File: src/rtl/fetch_stage.sv
// Instruction-fetch stage: owns the PC, samples the instruction word and fills the IF/ID register.
// Latency: instWord sampled in cycle N appears on id_* after the edge ending cycle N.
// Backpressure: stall holds the PC and IF/ID contents; a redirect overrides stall and squashes the fetch.
module fetch_stage #(
    parameter int              DBITS         = 32,
    parameter logic [DBITS-1:0] INST_SIZE     = 'd4,
    parameter logic [DBITS-1:0] START_PC      = 'h40,
    parameter logic [DBITS-1:0] NOP_WORD      = '0,
    parameter bit              HALT_ON_FAULT = 1'b1
) (
    input  logic             CLOCK_50,
    input  logic             RESET,
    output logic [DBITS-1:0] pcOut,
    input  logic [DBITS-1:0] instWord,
    input  logic             stall,
    input  logic             redirect_valid,
    input  logic [DBITS-1:0] redirect_pc,
    output logic [DBITS-1:0] id_inst,
    output logic [DBITS-1:0] id_pc,
    output logic [DBITS-1:0] id_pc_plus4,
    output logic             id_valid,
    output logic             align_fault,
    output logic             halted,
    output logic [DBITS-1:0] fetch_count
);

    typedef enum logic [1:0] {
        BOOT = 2'd0,
        RUN  = 2'd1,
        HALT = 2'd2
    } state_t;

    state_t           state, state_nxt;
    logic [DBITS-1:0] pc, pc_nxt;
    logic [DBITS-1:0] inst_nxt, ipc_nxt, ip4_nxt, cnt_nxt;
    logic             valid_nxt, fault_nxt;

    assign pcOut  = pc;
    assign halted = (state == HALT);

    // State register; reset always restarts through BOOT.
    always_ff @(posedge CLOCK_50) begin
        if (RESET) begin
            state <= BOOT;
        end else begin
            state <= state_nxt;
        end
    end

    // PC, IF/ID pipeline register, fault flag and fetch counter.
    always_ff @(posedge CLOCK_50) begin
        if (RESET) begin
            pc          <= START_PC;
            id_inst     <= NOP_WORD;
            id_pc       <= '0;
            id_pc_plus4 <= '0;
            id_valid    <= 1'b0;
            align_fault <= 1'b0;
            fetch_count <= '0;
        end else begin
            pc          <= pc_nxt;
            id_inst     <= inst_nxt;
            id_pc       <= ipc_nxt;
            id_pc_plus4 <= ip4_nxt;
            id_valid    <= valid_nxt;
            align_fault <= fault_nxt;
            fetch_count <= cnt_nxt;
        end
    end

    // Next-state and datapath selection: redirect beats stall beats a normal fetch.
    always_comb begin
        state_nxt = state;
        pc_nxt    = pc;
        inst_nxt  = id_inst;
        ipc_nxt   = id_pc;
        ip4_nxt   = id_pc_plus4;
        valid_nxt = id_valid;
        fault_nxt = align_fault;
        cnt_nxt   = fetch_count;
        case (state)
            BOOT: begin
                // Redirects and stalls are ignored while booting.
                state_nxt = RUN;
            end
            RUN: begin
                if (redirect_valid) begin
                    pc_nxt    = {redirect_pc[DBITS-1:2], 2'b00};
                    valid_nxt = 1'b0;
                    inst_nxt  = NOP_WORD;
                    if (redirect_pc[1:0] != 2'b00) begin
                        fault_nxt = 1'b1;
                        if (HALT_ON_FAULT) begin
                            state_nxt = HALT;
                        end
                    end
                end else if (!stall) begin
                    inst_nxt  = instWord;
                    ipc_nxt   = pc;
                    ip4_nxt   = pc + INST_SIZE;
                    valid_nxt = 1'b1;
                    pc_nxt    = pc + INST_SIZE;
                    // Saturate instead of wrapping.
                    cnt_nxt   = (&fetch_count) ? fetch_count : fetch_count + DBITS'(1);
                end
            end
            HALT: begin
                // Frozen until reset; keep the slot a bubble.
                valid_nxt = 1'b0;
                inst_nxt  = NOP_WORD;
            end
            default: begin
                state_nxt = BOOT;
            end
        endcase
    end

endmodule

File: config.mk
export PLATFORM = sky130hd
export DESIGN_NAME = fetch_stage
export DESIGN_NICKNAME = d
export VERILOG_FILES = /design/src/rtl/fetch_stage.sv
export SDC_FILE = /design/constraint.sdc
export NUM_CORES = 1
export LEC_CHECK = 0
export CAP_MARGIN = 20
export CORE_ASPECT_RATIO = 0.5
export CORE_MARGIN = 8
export CORE_UTILIZATION = 47
export DETAILED_ROUTE_END_ITERATION = 6
export GPL_TIMING_DRIVEN = 0
export MAX_ROUTING_LAYER = met4
export PLACE_DENSITY = 0.86
export SYNTH_ARGS = -nofsm -noshare
export SYNTH_HDL_FRONTEND = slang
export SYNTH_SLANG_ARGS = --single-unit
File: constraint.sdc
create_clock -name CLOCK_50 -period 2.4 [get_ports CLOCK_50]
set_clock_uncertainty 0.05 [all_clocks]
set_input_delay 0.48 -clock CLOCK_50 [delete_from_list [all_inputs] [get_ports CLOCK_50]]
set_output_delay 0.48 -clock CLOCK_50 [all_outputs]
set_load 0.02 [all_outputs]
# --- Word-level counts from Yosys, hierarchy flattened ---
# Cells that the tools add are included.
classes:
  bitwise_logic: 4
  reduce_logical: 10
  eq_ne: 6
  addsub: 2
  mux: 11
ops:
  columns: ["cell", "count"]
  rows:
  - ["$mux 32", 4]
  - ["$pmux 32 s2", 1]
  - ["$add 32x1->32 const B", 1]
  - ["$add 32x3->32 const B", 1]
  - ["$reduce_and 32->1", 1]
  - ["$reduce_and 3->1", 3]
  - ["$pmux 2 s3", 1]
  - ["$mux 2", 2]
  - ["$ne 2x2->1 const B", 2]
  - ["$not 1->1", 4]
  - ["$reduce_and 2->1", 2]
  - ["$reduce_and 4->1", 1]
  - ["$reduce_bool 2->1", 2]
  - ["$ne 3x3->1 const B", 1]
  - ["$eq 2x1->1 const B", 1]
  - ["$eq 2x2->1 const B", 1]
  - ["$logic_not 2->1", 1]
  - ["$mux 1", 2]
  - ["$ne 2x1->1 const B", 1]
  - ["$pmux 1 s2", 1]
word_totals:
  elab_cells: 41
  register_bits: 164

# --- Logic depth before layout (Yosys ltp) ---
depth:
  depth_word: 4
  ltp_mapped: 8
  mapped_depth_nobuf: 6

# --- Least setup slack after synthesis ---
# Ideal clock, no wire load.
synth_timing:
  path_kind: "flip-flop to flip-flop"
  from: "register fetch_count[0]"
  to: "register fetch_count[22]"
  stages_incl_launch_ff: 8
  period_less_slack_ns: 2.253
  slack_ns: 0.147
  setup_time_ns: 0.128
  arrival_ns: 2.076
  t_required_ns: 2.222
  path_cell_list: "dfxtp_1 > ha_1 > nand4_2 > or3_1 > buf_2 > or4_1 > xor2_1 > nor2_1"
synth_via:
  elab_chain_len: 3
  elab_cells_between_ends: 4
  classes_between: "add/sub: 1; bitwise: 1; reduce/logical: 2"
synth_lines:
  columns: ["item", "line", "text"]
  rows:
  - ["start: declaration", "24", "output logic [DBITS-1:0] fetch_count"]
  - ["start signal: assignment", "67", "fetch_count <= cnt_nxt;"]
  - ["branches (longest 3 deep; another with $add 32x1->32)", null, null]
# Parallel ways; which one is timed is not known.
# A chain may end at the register's enable or synchronous reset.

# --- Worst setup path after layout ---
layout_timing:
  from: "input port redirect_valid"
  to: "register pc[18] (netlist: pcOut[18])"
layout_via:
  elab_chain_len: 2
  elab_cells_between_ends: 3
  classes_between: "eq/ne: 1; mux: 1; reduce/logical: 1"
layout_lines:
  columns: ["item", "line", "text"]
  rows:
  - ["start: declaration", "16", "input logic redirect_valid,"]
  - ["$ne 2x1->1 (no line)", null, null]
  - ["$reduce_and 2->1 (no line)", null, null]
  - ["end signal: assignment", "61", "pc <= pc_nxt;"]
  - ["end: declaration", "34", "logic [DBITS-1:0] pc, pc_nxt;"]
# Several ways; a longest one is shown, not always the timed one.

==> metrics.yaml <==
detailed_routing:
  via_count: 7919
  drt_pass1_iterations: 5
  drt_wl_total_um: 27800
  initialDrtViolationCount: 863
  via_per_inst: 5.95
  drc: 0
  wl_per_cell_um: 20.9
  drtAntennaViolNets: 0
synthesis:
  syn_avg_cell_area_um2: 8.23
  synth.area.top_cells: "dfxtp_1 44%, a21oi_1 5.8%, nand2_1 5.4%, nor2_1 5.1%, a22oi_1 4.3%"
  netlist.area_leader.share: 0.443
  ys_seq_area_frac: 0.443
  ys_types: 60
  yosysWarnings: 0
  syn_inst: 867
  ys_dominant_reg_cell: "dfxtp_1"
  ys_ff_latch: 158
  yosysTopAreaCell: "dfxtp_1"
  syn_area_um2: 7130
  synth_edf_count: 0
  async_flop_share: 0
cts:
  path_clk_slew_ps: 60
  cts_buffers: 17
  cts.sinks: 158
  htree_levels: 4
  cts_buffer_depth: 2
  clk_latency_ps: 440
  cts_tree: "done"
  cts-root-buf: "clkbuf_16"
  cts_hold_buf: 0
placed_design:
  place_congestion: 0.943
  dp_cells: 1294
  hpwlAfterDp_um: 19700
  portBuffers: 224
  placed_area_um2: 9640
  dp_slack_ps: -818
global_route:
  grt_remaining_overflow: 0
  track_usage: 0.280
  grt_max_degree: 17
  grt_pass1_vias: 7733
  grt_pass1_wl_um: 42100
  antenna_found_initial: 0
timing:
  finalSetupTns_ps: 0
  finalHoldViolations: 0
  relSlewSlack: 0.542
  maxSlewViolCount: 0
  layout_min_cycle_time_ps: 2380
  max_freq_mhz: 421
  worstMarginPinSlew_ps: 685
  whs_ps: 406
  timing.final.crit_share: 0.990
  setup_slack_ps: 23.4
  setup_viol: 0
critical_path:
  worstPathRequired_ps: 2670
  r2r-start: "pcOut[2]"
  worstSetupPathType: "input port to flop"
  cp-endpoint: "pcOut[18]"
  worstRegToRegCells: 6
  setup.worst_path.start_class: "input port"
  r2r_end: "pcOut[13]"
  reg2reg_slack_ps: 70
  startpoint: "redirect_valid"
  arrival_ps: 2640
  cp-end-kind: "flop"
  crit_fanout: 10
layout:
  post-route-cell-area_um2: 10400
  area.growth.synth_to_final_pct: 45.2
  layout.cells.non_filler: 1330
  multi_input_area_um2: 3670
  n_fill_cell: 1137
  drive_gt1_frac: 0.0875
  regArea_um2: 3170
  fin_nets: 1189
  n_antenna_cell: 0
  fin_util: 0.706
pwr:
  power-per-cell-area_nw_per_um2: 614
  ir_worst_vdd_mv: 0.380
  leakage_nw: 3.60
  p_total_mw: 6.36
status:
  outcome: "finished, final reports clean"
die:
  initial_core_util: 0.487
  die_w_um: 190
  die_area_um2: 19600
  core_area_um2: 14700
  chipHeight_um: 103
  io_pins: 231
  rows: 31
run:
  drv_cap: 0
hold_path:
  worstHoldStart: "id_pc[29]"
  hp-class: "flop to flop"
==> layout by cell type (no fill, tap or decap), types with 5 or more instances in the layout <==
| master | n |
|---|---|
| a211oi_1 | 16 |
| xnor2_1 | 21 |
| buf_1 | 6 |
| nor3_1 | 6 |
| nor2b_1 | 6 |
| dfxtp_1 | 155 |
| buf_2 | 13 |
| nor4_1 | 7 |
| clkdlybuf4s50_1 | 223 |
| nand4_1 | 14 |
| a31oi_1 | 21 |
| nor2_1 | 96 |
| and3_1 | 12 |
| a22oi_1 | 41 |
| clkbuf_2 | 11 |
| a22o_1 | 7 |
| o31ai_1 | 8 |
| buf_4 | 12 |
| or4_1 | 8 |
| conb_1 | 6 |
| clkbuf_1 | 38 |
| nand3_1 | 33 |
| and2_1 | 5 |
| and4_1 | 6 |
| nand2_1 | 101 |
| xor2_1 | 13 |
| clkbuf_16 | 17 |
| inv_6 | 5 |
| or3_1 | 15 |
| a21oi_1 | 82 |
| inv_1 | 10 |
| mux2i_1 | 5 |
| o21ai_0 | 47 |
==> worst max-delay path, cell delays in order <==
cell and delay (ps):
clkdlybuf4s50_1 560, clkbuf_1 450, clkbuf_1 560, a31o_2 200
a21oi_1 80, a211oi_1 310
==> synth_stat cells, drive strengths merged (2+ instances only) <==
cell type  count
or4            8
xnor2         21
o21a           2
nand2        102
and2           5
nor2          97
a31o           2
nand4b         3
mux2i          5
a211oi        17
nand2b         4
nand3         35
inv           10
xor2          13
clkbuf        49
nor3          11
nand4         16
a22oi         41
a21oi         83
a31oi         21
or3           15
o31a           2
nor2b          6
buf           29
ha             2
and3          12
a22o           7
o21ai         47
o41ai          3
o31ai          8
nor4          12
and4           6
dfxtp        158
==> timing repair <==
item / 4_1_cts / 5_1_grt
buffers inserted: 0 / 5
pin swaps: 0 / 3
setup endpoints to repair: 71 / 132
gates resized for setup: 12 / 21
==> layer usage <==
layer,track usage,up-vias,share of wire
met5,-,-,0
met4,0.113,0,0.030
met1,0.336,3739,0.40
met3,0.0625,92,0.098
met2,0.458,492,0.47
li1,-,3596,-
==> state kept, by name, summed over array words and instances (netlist names) <==
name	flops
id_valid	1
align_fault	1
fetch_count	32
id_inst	32
id_pc_plus4	30
pcOut	30
state	2
id_pc	30
==> final cells by class <==
cell class | instances | area share
clock inverter | 14 | 0.0149
sequential | 158 | 0.306
buffer | 77 | 0.0352
inverter | 10 | 0.00362
clock buffer | 18 | 0.0414
tap | 198 | 0.0239
multi-input combinational | 626 | 0.355
timing repair buffer | 229 | 0.220
==> worst min path at each step <==
stage,endpoint,cells after the start
floorplan,state[0],1
global placement,id_pc[28],2
detailed placement,id_pc[15],2
CTS,id_pc[15],2
global route,id_pc[15],2
finish,id_pc[29],2
==> power breakdown <==
part	internal, mW	total (mW)	switching (mW)
combinational	0.372	0.885	0.513
clock	1.47	2.69	1.22
sequential	2.71	2.79	0.0830
total	4.54	6.36	1.82
==> cells by family after synthesis <==
group	after synthesis	synth area share
AOI/OAI and AO/OA	241	0.210
xor gates and xnor gates	34	0.0417
adders and majority gates	2	0.00351
buffers and inverters	88	0.0542
DFF	158	0.443
muxes	6	0.00860
other	1	0.000526
and+or+nand+nor	337	0.238
No activity file was read; power rests on OpenSTA's default activity.
